==> config.mk <==
export PLATFORM = sky130hd
export DESIGN_NAME = lcd_refresh_driver
export DESIGN_NICKNAME = d
export VERILOG_FILES = /design/src/rtl/lcd_refresh_driver.sv
export SDC_FILE = /design/constraint.sdc
export NUM_CORES = 1
export LEC_CHECK = 0
export CORE_AREA = 2 2 82 84
export DETAILED_ROUTE_END_ITERATION = 6
export DIE_AREA = 0 0 84 86
export MAX_ROUTING_LAYER = met4
export PLACE_DENSITY = 0.87
export SYNTH_ARGS = -nofsm -noshare
export SYNTH_HDL_FRONTEND = slang
export SYNTH_SLANG_ARGS = --single-unit
==> constraint.sdc <==
create_clock -name clk -period 3.2 [get_ports clk]
set_input_delay 0.64 -clock clk [delete_from_list [all_inputs] [get_ports clk]]
set_output_delay 0.64 -clock clk [all_outputs]
set_load 0.02 [all_outputs]
==> src/rtl/lcd_refresh_driver.sv <==
// HD44780 4-bit character-LCD driver: power-on init, then endless refresh of
// both 16-character lines from an upstream character map addressed by index.
module lcd_refresh_driver #(
  parameter int T_PWR   = 750000,
  parameter int T_INIT1 = 205000,
  parameter int T_INIT2 = 5000,
  parameter int T_CMD   = 2000,
  parameter int T_CLEAR = 82000,
  parameter int T_SETUP = 2,
  parameter int T_EHIGH = 12,
  parameter int T_HOLD  = 1,
  parameter int T_GAP   = 50
) (
  input  logic       clk,
  input  logic       rst_n,
  input  logic [7:0] char,
  output logic [7:0] index,
  output logic       rs,
  output logic       rw,
  output logic       enable,
  output logic [3:0] lcd_data,
  output logic       init_done,
  output logic       frame_done
);

  localparam int CNT_MAX0 = (T_PWR > T_CMD + T_CLEAR) ? T_PWR : T_CMD + T_CLEAR;
  localparam int CNT_MAX  = (CNT_MAX0 > T_INIT1) ? CNT_MAX0 : T_INIT1;
  localparam int CNT_W    = $clog2(CNT_MAX + 1);

  typedef enum logic [2:0] {
    S_PWR_WAIT, S_INIT_NIB, S_CFG_BYTE, S_ADDR1,
    S_LINE1, S_ADDR2, S_LINE2, S_FRAME_END
  } state_t;

  typedef enum logic [2:0] {
    PH_SETUP, PH_EHIGH, PH_HOLD, PH_GAP, PH_WAIT
  } phase_t;

  state_t           state_q, state_n, tgt_state;
  phase_t           phase_q, phase_n;
  logic [CNT_W-1:0] cnt_q, cnt_n;
  logic [3:0]       item_q, item_n, tgt_item;
  logic             upper_q, upper_n;
  logic             pass_q, pass_n;
  logic             rs_q, rs_n;
  logic             enable_q, enable_n;
  logic [7:0]       byte_q, byte_n;
  logic [7:0]       index_q, index_n;
  logic             init_done_q, init_done_n;
  logic             frame_done_q, frame_done_n;
  logic             launch;

  function automatic logic [7:0] cmd_byte(input state_t s, input logic [3:0] item);
    case (s)
      S_INIT_NIB: return (item == 4'd3) ? 8'h20 : 8'h30;
      S_CFG_BYTE: begin
        case (item[1:0])
          2'd0:    return 8'h28;
          2'd1:    return 8'h06;
          2'd2:    return 8'h0C;
          default: return 8'h01;
        endcase
      end
      S_ADDR1: return 8'h80;
      S_ADDR2: return 8'hC0;
      default: return 8'h00;
    endcase
  endfunction

  // Returns the post-write wait minus one (down-counter reload value).
  // The final line-2 wait is one cycle short because FRAME_END supplies the
  // last idle cycle, keeping the frame exactly 34 byte-times (needs T_CMD >= 2).
  function automatic logic [CNT_W-1:0] wait_len(input state_t s, input logic [3:0] item);
    case (s)
      S_INIT_NIB: begin
        case (item)
          4'd0:    return CNT_W'(T_INIT1 - 1);
          4'd1:    return CNT_W'(T_INIT2 - 1);
          default: return CNT_W'(T_CMD - 1);
        endcase
      end
      S_CFG_BYTE: return (item == 4'd3) ? CNT_W'(T_CMD + T_CLEAR - 1) : CNT_W'(T_CMD - 1);
      S_LINE2:    return (item == 4'hF) ? CNT_W'(T_CMD - 2) : CNT_W'(T_CMD - 1);
      default:    return CNT_W'(T_CMD - 1);
    endcase
  endfunction

  always_comb begin
    state_n      = state_q;
    phase_n      = phase_q;
    cnt_n        = cnt_q;
    item_n       = item_q;
    upper_n      = upper_q;
    pass_n       = pass_q;
    rs_n         = rs_q;
    enable_n     = enable_q;
    byte_n       = byte_q;
    index_n      = index_q;
    init_done_n  = init_done_q;
    frame_done_n = 1'b0;
    launch       = 1'b0;
    tgt_state    = state_q;
    tgt_item     = item_q;

    if (state_q == S_PWR_WAIT) begin
      if (cnt_q == '0) begin
        launch    = 1'b1;
        tgt_state = S_INIT_NIB;
        tgt_item  = 4'd0;
      end else begin
        cnt_n = cnt_q - CNT_W'(1);
      end
    end else if (state_q == S_FRAME_END) begin
      launch    = 1'b1;
      tgt_state = S_ADDR1;
      tgt_item  = 4'd0;
    end else begin
      case (phase_q)
        PH_SETUP: begin
          if (cnt_q == '0) begin
            phase_n  = PH_EHIGH;
            cnt_n    = CNT_W'(T_EHIGH - 1);
            enable_n = 1'b1;
            // Character byte: freeze the upstream code for both nibbles.
            if (pass_q) begin
              byte_n = char;
              pass_n = 1'b0;
            end
          end else begin
            cnt_n = cnt_q - CNT_W'(1);
          end
        end
        PH_EHIGH: begin
          if (cnt_q == '0) begin
            phase_n  = PH_HOLD;
            cnt_n    = CNT_W'(T_HOLD - 1);
            enable_n = 1'b0;
          end else begin
            cnt_n = cnt_q - CNT_W'(1);
          end
        end
        PH_HOLD: begin
          if (cnt_q == '0) begin
            if (state_q == S_INIT_NIB || !upper_q) begin
              phase_n = PH_WAIT;
              cnt_n   = wait_len(state_q, item_q);
            end else begin
              phase_n = PH_GAP;
              cnt_n   = CNT_W'(T_GAP - 1);
            end
          end else begin
            cnt_n = cnt_q - CNT_W'(1);
          end
        end
        PH_GAP: begin
          if (cnt_q == '0) begin
            phase_n = PH_SETUP;
            cnt_n   = CNT_W'(T_SETUP - 1);
            upper_n = 1'b0;
          end else begin
            cnt_n = cnt_q - CNT_W'(1);
          end
        end
        PH_WAIT: begin
          if (cnt_q == '0) begin
            launch = 1'b1;
            case (state_q)
              S_INIT_NIB: begin
                tgt_state = (item_q == 4'd3) ? S_CFG_BYTE : S_INIT_NIB;
                tgt_item  = (item_q == 4'd3) ? 4'd0 : item_q + 4'd1;
              end
              S_CFG_BYTE: begin
                tgt_state = (item_q == 4'd3) ? S_ADDR1 : S_CFG_BYTE;
                tgt_item  = (item_q == 4'd3) ? 4'd0 : item_q + 4'd1;
              end
              S_ADDR1: begin
                tgt_state = S_LINE1;
                tgt_item  = 4'd0;
              end
              S_LINE1: begin
                tgt_state = (item_q == 4'hF) ? S_ADDR2 : S_LINE1;
                tgt_item  = (item_q == 4'hF) ? 4'd0 : item_q + 4'd1;
              end
              S_ADDR2: begin
                tgt_state = S_LINE2;
                tgt_item  = 4'd0;
              end
              S_LINE2: begin
                if (item_q == 4'hF) begin
                  launch       = 1'b0;
                  state_n      = S_FRAME_END;
                  frame_done_n = 1'b1;
                end else begin
                  tgt_item = item_q + 4'd1;
                end
              end
              default: launch = 1'b0;
            endcase
          end else begin
            cnt_n = cnt_q - CNT_W'(1);
          end
        end
        default: phase_n = PH_WAIT;
      endcase
    end

    // Start of a new write: first SETUP cycle of its upper (or only) nibble.
    if (launch) begin
      state_n = tgt_state;
      item_n  = tgt_item;
      phase_n = PH_SETUP;
      cnt_n   = CNT_W'(T_SETUP - 1);
      upper_n = 1'b1;
      rs_n    = (tgt_state == S_LINE1) || (tgt_state == S_LINE2);
      pass_n  = (tgt_state == S_LINE1) || (tgt_state == S_LINE2);
      byte_n  = cmd_byte(tgt_state, tgt_item);
      if (tgt_state == S_LINE1) index_n = {4'h0, tgt_item};
      if (tgt_state == S_LINE2) index_n = {4'h4, tgt_item};
      if (tgt_state == S_ADDR1) init_done_n = 1'b1;
    end
  end

  always_ff @(posedge clk or negedge rst_n) begin
    if (!rst_n) begin
      state_q      <= S_PWR_WAIT;
      phase_q      <= PH_WAIT;
      cnt_q        <= CNT_W'(T_PWR - 1);
      item_q       <= 4'd0;
      upper_q      <= 1'b1;
      pass_q       <= 1'b0;
      rs_q         <= 1'b0;
      enable_q     <= 1'b0;
      byte_q       <= 8'h00;
      index_q      <= 8'h00;
      init_done_q  <= 1'b0;
      frame_done_q <= 1'b0;
    end else begin
      state_q      <= state_n;
      phase_q      <= phase_n;
      cnt_q        <= cnt_n;
      item_q       <= item_n;
      upper_q      <= upper_n;
      pass_q       <= pass_n;
      rs_q         <= rs_n;
      enable_q     <= enable_n;
      byte_q       <= byte_n;
      index_q      <= index_n;
      init_done_q  <= init_done_n;
      frame_done_q <= frame_done_n;
    end
  end

  // During the upper-nibble setup of a character the code is still settling,
  // so the pins follow upstream directly until it is frozen into byte_q.
  assign lcd_data   = pass_q ? char[7:4] : (upper_q ? byte_q[7:4] : byte_q[3:0]);
  assign rs         = rs_q;
  assign rw         = 1'b0;
  assign enable     = enable_q;
  assign index      = index_q;
  assign init_done  = init_done_q;
  assign frame_done = frame_done_q;

endmodule

* After elaboration in Yosys (flattened, before gate mapping) *
Cells that the tools add are included.

storage, ports and cells
  output and inout bits = 17
  register bits = 52
  input port bits = 10
  word-level logic and storage cells = 164

cells by class
  bitwise operators = 2
  reduce and logical (&&, ||, !) cells = 30
  muxes and demuxes = 85
  eq/ne operators = 33
  $add $sub $neg = 2

operator list
  cell                     count
  $mux W20                 9
  $pmux W20 S5             1
  $mux W8                  8
  $mux W3                  20
  $pmux W20 S3             1
  $mux W4                  10
  $pmux W18 S2             1
  $pmux W8 S4              1
  $pmux W3 S5              2
  $mux W1                  25
  $eq A3 B3 Y1 const B     8
  $logic_not A20 Y1        1
  $sub A20 B1 Y20 const B  1
  $eq A3 B2 Y1 const B     6
  $pmux W6 S3              1
  $reduce_bool A2 Y1       9
  $mux W17                 1
  $pmux W4 S4              1
  $ne A3 B3 Y1 const B     5
  $ne A2 B2 Y1 const B     5
  $reduce_and A5 Y1        2
  $eq A3 B1 Y1 const B     3
  $eq A4 B2 Y1 const B     2
  $reduce_and A4 Y1        2
  20 further kinds         27

* Longest topological paths before layout *
  word-level depth = 11
  depth in mapped cells = 15

* Worst setup path before layout *
No wires, ideal clock.

  path kind = flip-flop to flip-flop
  start = register item_q[0]
  end = register byte_q[3]
  clock period less this slack = 2860 ps
  data arrival time = 2741 ps
  path buffers = 1
  library setup time = 119 ps
  stages on the path, launching flop included = 16
  setup slack = 340 ps
  required time = 3081 ps
  cells stage by stage = dfrtp_1 ha_1 and3_1 clkbuf_1 inv_1 ha_1 nor2b_1 a21oi_1 o32a_1 or3_1 a21oi_1 inv_1 ha_1 nor2_1 nor2_1 a21bo_2

on the way
  word-level cells in the longest chain between the ends = 11
  elaborated cells on any way between the ends = 42
  classes of those cells = 1 x add/sub; 10 x eq/ne; 26 x mux; 5 x reduce/logical

RTL lines
  element                                      RTL line  RTL
  start, declared                              42        logic [3:0] item_q, item_n, tgt_item;
  start signal, assigned                       241       item_q <= item_n;
  $add A4 B1 Y4, or another cell as far along  -
  $mux W4, on equally long branches            -
  $pmux W4 S4                                  167       case (state_q)
  $mux W4                                      165       if (cnt_q == '0) begin
  $mux W4                                      118       case (phase_q)
  $mux W4                                      113       end else if (state_q == S_FRAME_END) begin
  $mux W4 *                                    105       if (state_q == S_PWR_WAIT) begin
  via tgt_item[0]                              42
  $eq A2 B2 Y1, or another cell as far along   57        case (item[1:0])
  $pmux W6 S3 *                                57
  $pmux W8 S4 *                                54        case (s)
  $mux W8 *                                    208       if (launch) begin
  end signal, assigned                         246       byte_q <= byte_n;
  end, declared                                47        logic [7:0] byte_q, byte_n;

The timed path passes the listed nets; every way through them passes the cells marked *.
A chain may end at the register's enable or synchronous reset.

* Final worst setup path *
  start = register cnt_q[0]
  end = register byte_q[3]

on the way
  word-level cells in the longest chain between the ends = 9
  elaborated cells on any way between the ends = 32
  classes of those cells = 8 x eq/ne; 18 x mux; 6 x reduce/logical

RTL lines
  element                                     RTL line  RTL
  start, declared                             41        logic [CNT_W-1:0] cnt_q, cnt_n;
  start signal, assigned                      227       cnt_q <= CNT_W'(T_PWR - 1);
  start signal, assigned                      240       cnt_q <= cnt_n;
  $logic_not A20 Y1 *                         106, 165
  $mux W4                                     165
  $mux W4                                     118
  $mux W4                                     113
  $mux W4 *                                   105
  via tgt_item[1]                             42
  $eq A2 B2 Y1, or another cell as far along  57
  $pmux W6 S3 *                               57
  $pmux W8 S4 *                               54
  $mux W8 *                                   208

Marked as above.

==> impl_metrics.yaml <==
setup_path:
  ff2ff_path_depth: 13
  r2r_slack_ps: 260
  arrival_ps: 3160
  cp.required_ps: 3420
  cpMaxStageDelayCell: "dfstp_2"
  crit_path_start_kind: "flip-flop"
  slowest_delay_ps: 600
  r2r-start: "cnt_q[0]$_DFFE_PN1P_"
  critical_path_class: "flip-flop to flip-flop"
  timing.rr.end: "byte_q[3]$_DFFE_PN0P_"
  path_cells: "inv_1 -> ha_1 -> nor3b_2 -> and4_1 -> buf_4 -> o211ai_1 -> nand2_1 -> o32ai_1 -> inv_1 -> ha_1 -> nor2_1 -> nor2_1 -> a21bo_2"
  critPathMaxFanout: 11
  setup.worst_path.end_class: "flip-flop"
synth:
  async_flop_share: 1.00
  ys.flop_type: "dfrtp_1"
  netlist_instances: 428
  synth.ff_latch_count: 49
  synth_edf_count: 0
  avgSynthCellArea_um2: 8.45
  syn-cell-area_um2: 3620
  synth.yosys.seq_area_share: 0.344
  synth_cell_types: 68
  yosysWarningCount: 0
finish:
  postLayoutCoreUtil: 0.659
  final_cell_mix: "nand2_1, o21ai_0, dfrtp_1, a21oi_1, buf_4"
  nFillCells: 528
  nets: 482
  mostFrequentLayoutCell: "nand2_1"
  antenna_cells: 0
  final_cell_area_um2: 4140
  synthToLayoutAreaGrowth_pct: 14.4
  drive_gt1_frac: 0.184
die:
  die_h_um: 86
  start_util: 0.576
  dieArea_um2: 7220
  rows: 29
  die_w_um: 84
  core-area_um2: 6280
  num_io_pins: 27
min_path:
  hold_start: "cnt_q[16]$_DFFE_PN1P_"
  holdPathStages: 2
  hold_class: "flip-flop to flip-flop"
  hold_end: "cnt_q[16]$_DFFE_PN1P_"
sta:
  drv_slew: 0
  hold_viol: 0
  relSlewSlack: 0.257
  fmax_ghz: 0.340
  post-route-period-util: 0.920
  fin_skew_ps: 6.21
  rsz0062_at_grt: "no"
  fin_crit_ps: 2940
  tns_ps: 0
  setup_violations: 0
  worst_pin_slew_ps: 1110
  whs_ps: 479
power:
  ir_drop_mv: 0.224
  p_sw_frac: 0.223
  comb_power_share: 0.025
  leakage_uw: 0.00177
  clock_power_share: 0.417
  internal_power_uw: 863
  p_sw_uw: 248
  seqPwrFrac: 0.558
  power_density_nw_per_um2: 269
drt:
  vias: 3572
  firstDrtPassIters: 5
  ant_nets: 0
  wl_per_cell_um: 18.9
  drcViolationCount: 0
  vias_per_cell: 6.64
  first_iter_violations: 295
  wl_um: 10200
clocking:
  numCtsBuffers: 5
  cts_root_buf: "clkbuf_8"
  clk_pin_slew_ps: 100
  htreeDepth: 2
  clk_path_buf_depth: 2
  cts_resized: 0
  insertion_delay_ps: 320
  cts_tree: "yes"
  post_cts_buffers: 0
  cts_hold_buf: 0
  clock-sinks: 49
global_route:
  use_met3: 0.0577
  grt_overflow: 0
  grt_pass1_wl_um: 16700
  grt_use_total: 0.296
  grt_use_met1: 0.349
  grt_max_degree: 50
  antenna_found_initial: 0
  first_global_vias: 3526
  busiest_layer: "met2"
  gr-usage-met2: 0.495
outcome:
  outcome: "finished, final reports clean"
placed_design:
  place_congestion: 1.01
  post-dp-hpwl_um: 7320
  dpl_cell_area_um2: 4020
  io_buffers: 22
flow_run:
  drv_cap: 0
cells in the mapped netlist, drive strengths merged, types with 4 or more instances:
| cell type | number | share of area |
|---|---|---|
| nor2b | 6 | 0.010 |
| o22ai | 5 | 0.0086 |
| nand2b | 7 | 0.012 |
| nor3 | 15 | 0.027 |
| clkbuf | 18 | 0.019 |
| nand2 | 38 | 0.039 |
| o31ai | 4 | 0.0083 |
| inv | 21 | 0.022 |
| dfrtp | 34 | 0.24 |
| mux2 | 9 | 0.028 |
| nand3 | 13 | 0.018 |
| nor3b | 6 | 0.015 |
| mux2i | 8 | 0.026 |
| or2 | 4 | 0.0069 |
| or3 | 7 | 0.012 |
| o21a | 5 | 0.010 |
| o211ai | 9 | 0.019 |
| ha | 12 | 0.042 |
| nor4 | 5 | 0.013 |
| o21ai | 37 | 0.051 |
| dfstp | 15 | 0.11 |
| nand4 | 11 | 0.019 |
| and3 | 4 | 0.0069 |
| nor2 | 29 | 0.031 |
| a31oi | 8 | 0.014 |
| a21oi | 31 | 0.043 |
| buf | 12 | 0.021 |
power by group through the flow:
stage	clock, uW	sequential (uW)	combinational, uW
2_1_floorplan	0	631	7.97
3_3_place_gp	0	631	27.5
3_5_place_dp	0	631	28.1
4_1_cts	468	620	28.0
5_1_grt	497	620	31.1
6_report	464	620	27.4
worst max-delay path by stage:
| stage | startpoint | end | cells past startpoint |
|---|---|---|---|
| 6_report | cnt_q[0]$_DFFE_PN1P_ | byte_q[3]$_DFFE_PN0P_ | 13 |
| 5_1_grt | state_q[0]$_DFFE_PN0P_ | byte_q[3]$_DFFE_PN0P_ | 10 |
| 4_1_cts | cnt_q[0]$_DFFE_PN1P_ | byte_q[3]$_DFFE_PN0P_ | 13 |
| 3_5_place_dp | cnt_q[0]$_DFFE_PN1P_ | byte_q[3]$_DFFE_PN0P_ | 13 |
| 3_3_place_gp | cnt_q[0]$_DFFE_PN1P_ | byte_q[3]$_DFFE_PN0P_ | 13 |
| 2_1_floorplan | item_q[0]$_DFFE_PN0N_ | byte_q[3]$_DFFE_PN0P_ | 15 |
layer usage:
metal	vias to the layer above	share of wire
met5	-	0
met4	0	0.036
met3	47	0.079
met2	211	0.48
met1	1663	0.40
li1	1651	-
critical path: cells and delay by family, from the launching register on:
| family | cells | cell delay [ps] |
|---|---|---|
| simple gates | 5 | 670 |
| flops | 1 | 600 |
| compound gates | 3 | 680 |
| fa+ha+maj | 2 | 460 |
| buf+inv | 3 | 430 |
cell type report:
class | instances | area [um^2] | share of cell area
clock inverters | 3 | 46.3 | 0.0112
multi-input cells | 331 | 2160 | 0.522
repair buffers | 52 | 440 | 0.106
inverters | 21 | 78.8 | 0.0191
clock buffers | 5 | 68.8 | 0.0166
well taps | 77 | 96.3 | 0.0233
flip-flops and latches | 49 | 1240 | 0.301
stage by stage:
| step | cells | total power, uW | setup slack (ps) |
|---|---|---|---|
| 6_report | 538 | 1110 | 255 |
| 3_5_place_dp | 530 | 659 | 329 |
| 2_1_floorplan | 431 | 639 | 340 |
| 3_3_place_gp | 530 | 659 | 380 |
| 4_1_cts | 538 | 1120 | 300 |
| 5_1_grt | 538 | 1150 | 47.6 |
logic make-up after synthesis:
family                     Yosys count  synth area share
DFF                                 49             0.344
xor gates and xnor gates             1           0.00242
other                                1           0.00104
muxes                               17            0.0536
adders and majority gates           12            0.0415
AOI/OAI and AO/OA                  140             0.257
and+or+nand+nor                    157             0.239
buffers and inverters               51            0.0616
registers in the layout (all words and copies together) (netlist names), 3 cells and up:
signal / cells
state_q: 3
index: 5
phase_q: 3
cnt_q: 20
item_q: 4
byte_q: 8
No activity file was read; power rests on OpenSTA's default activity.
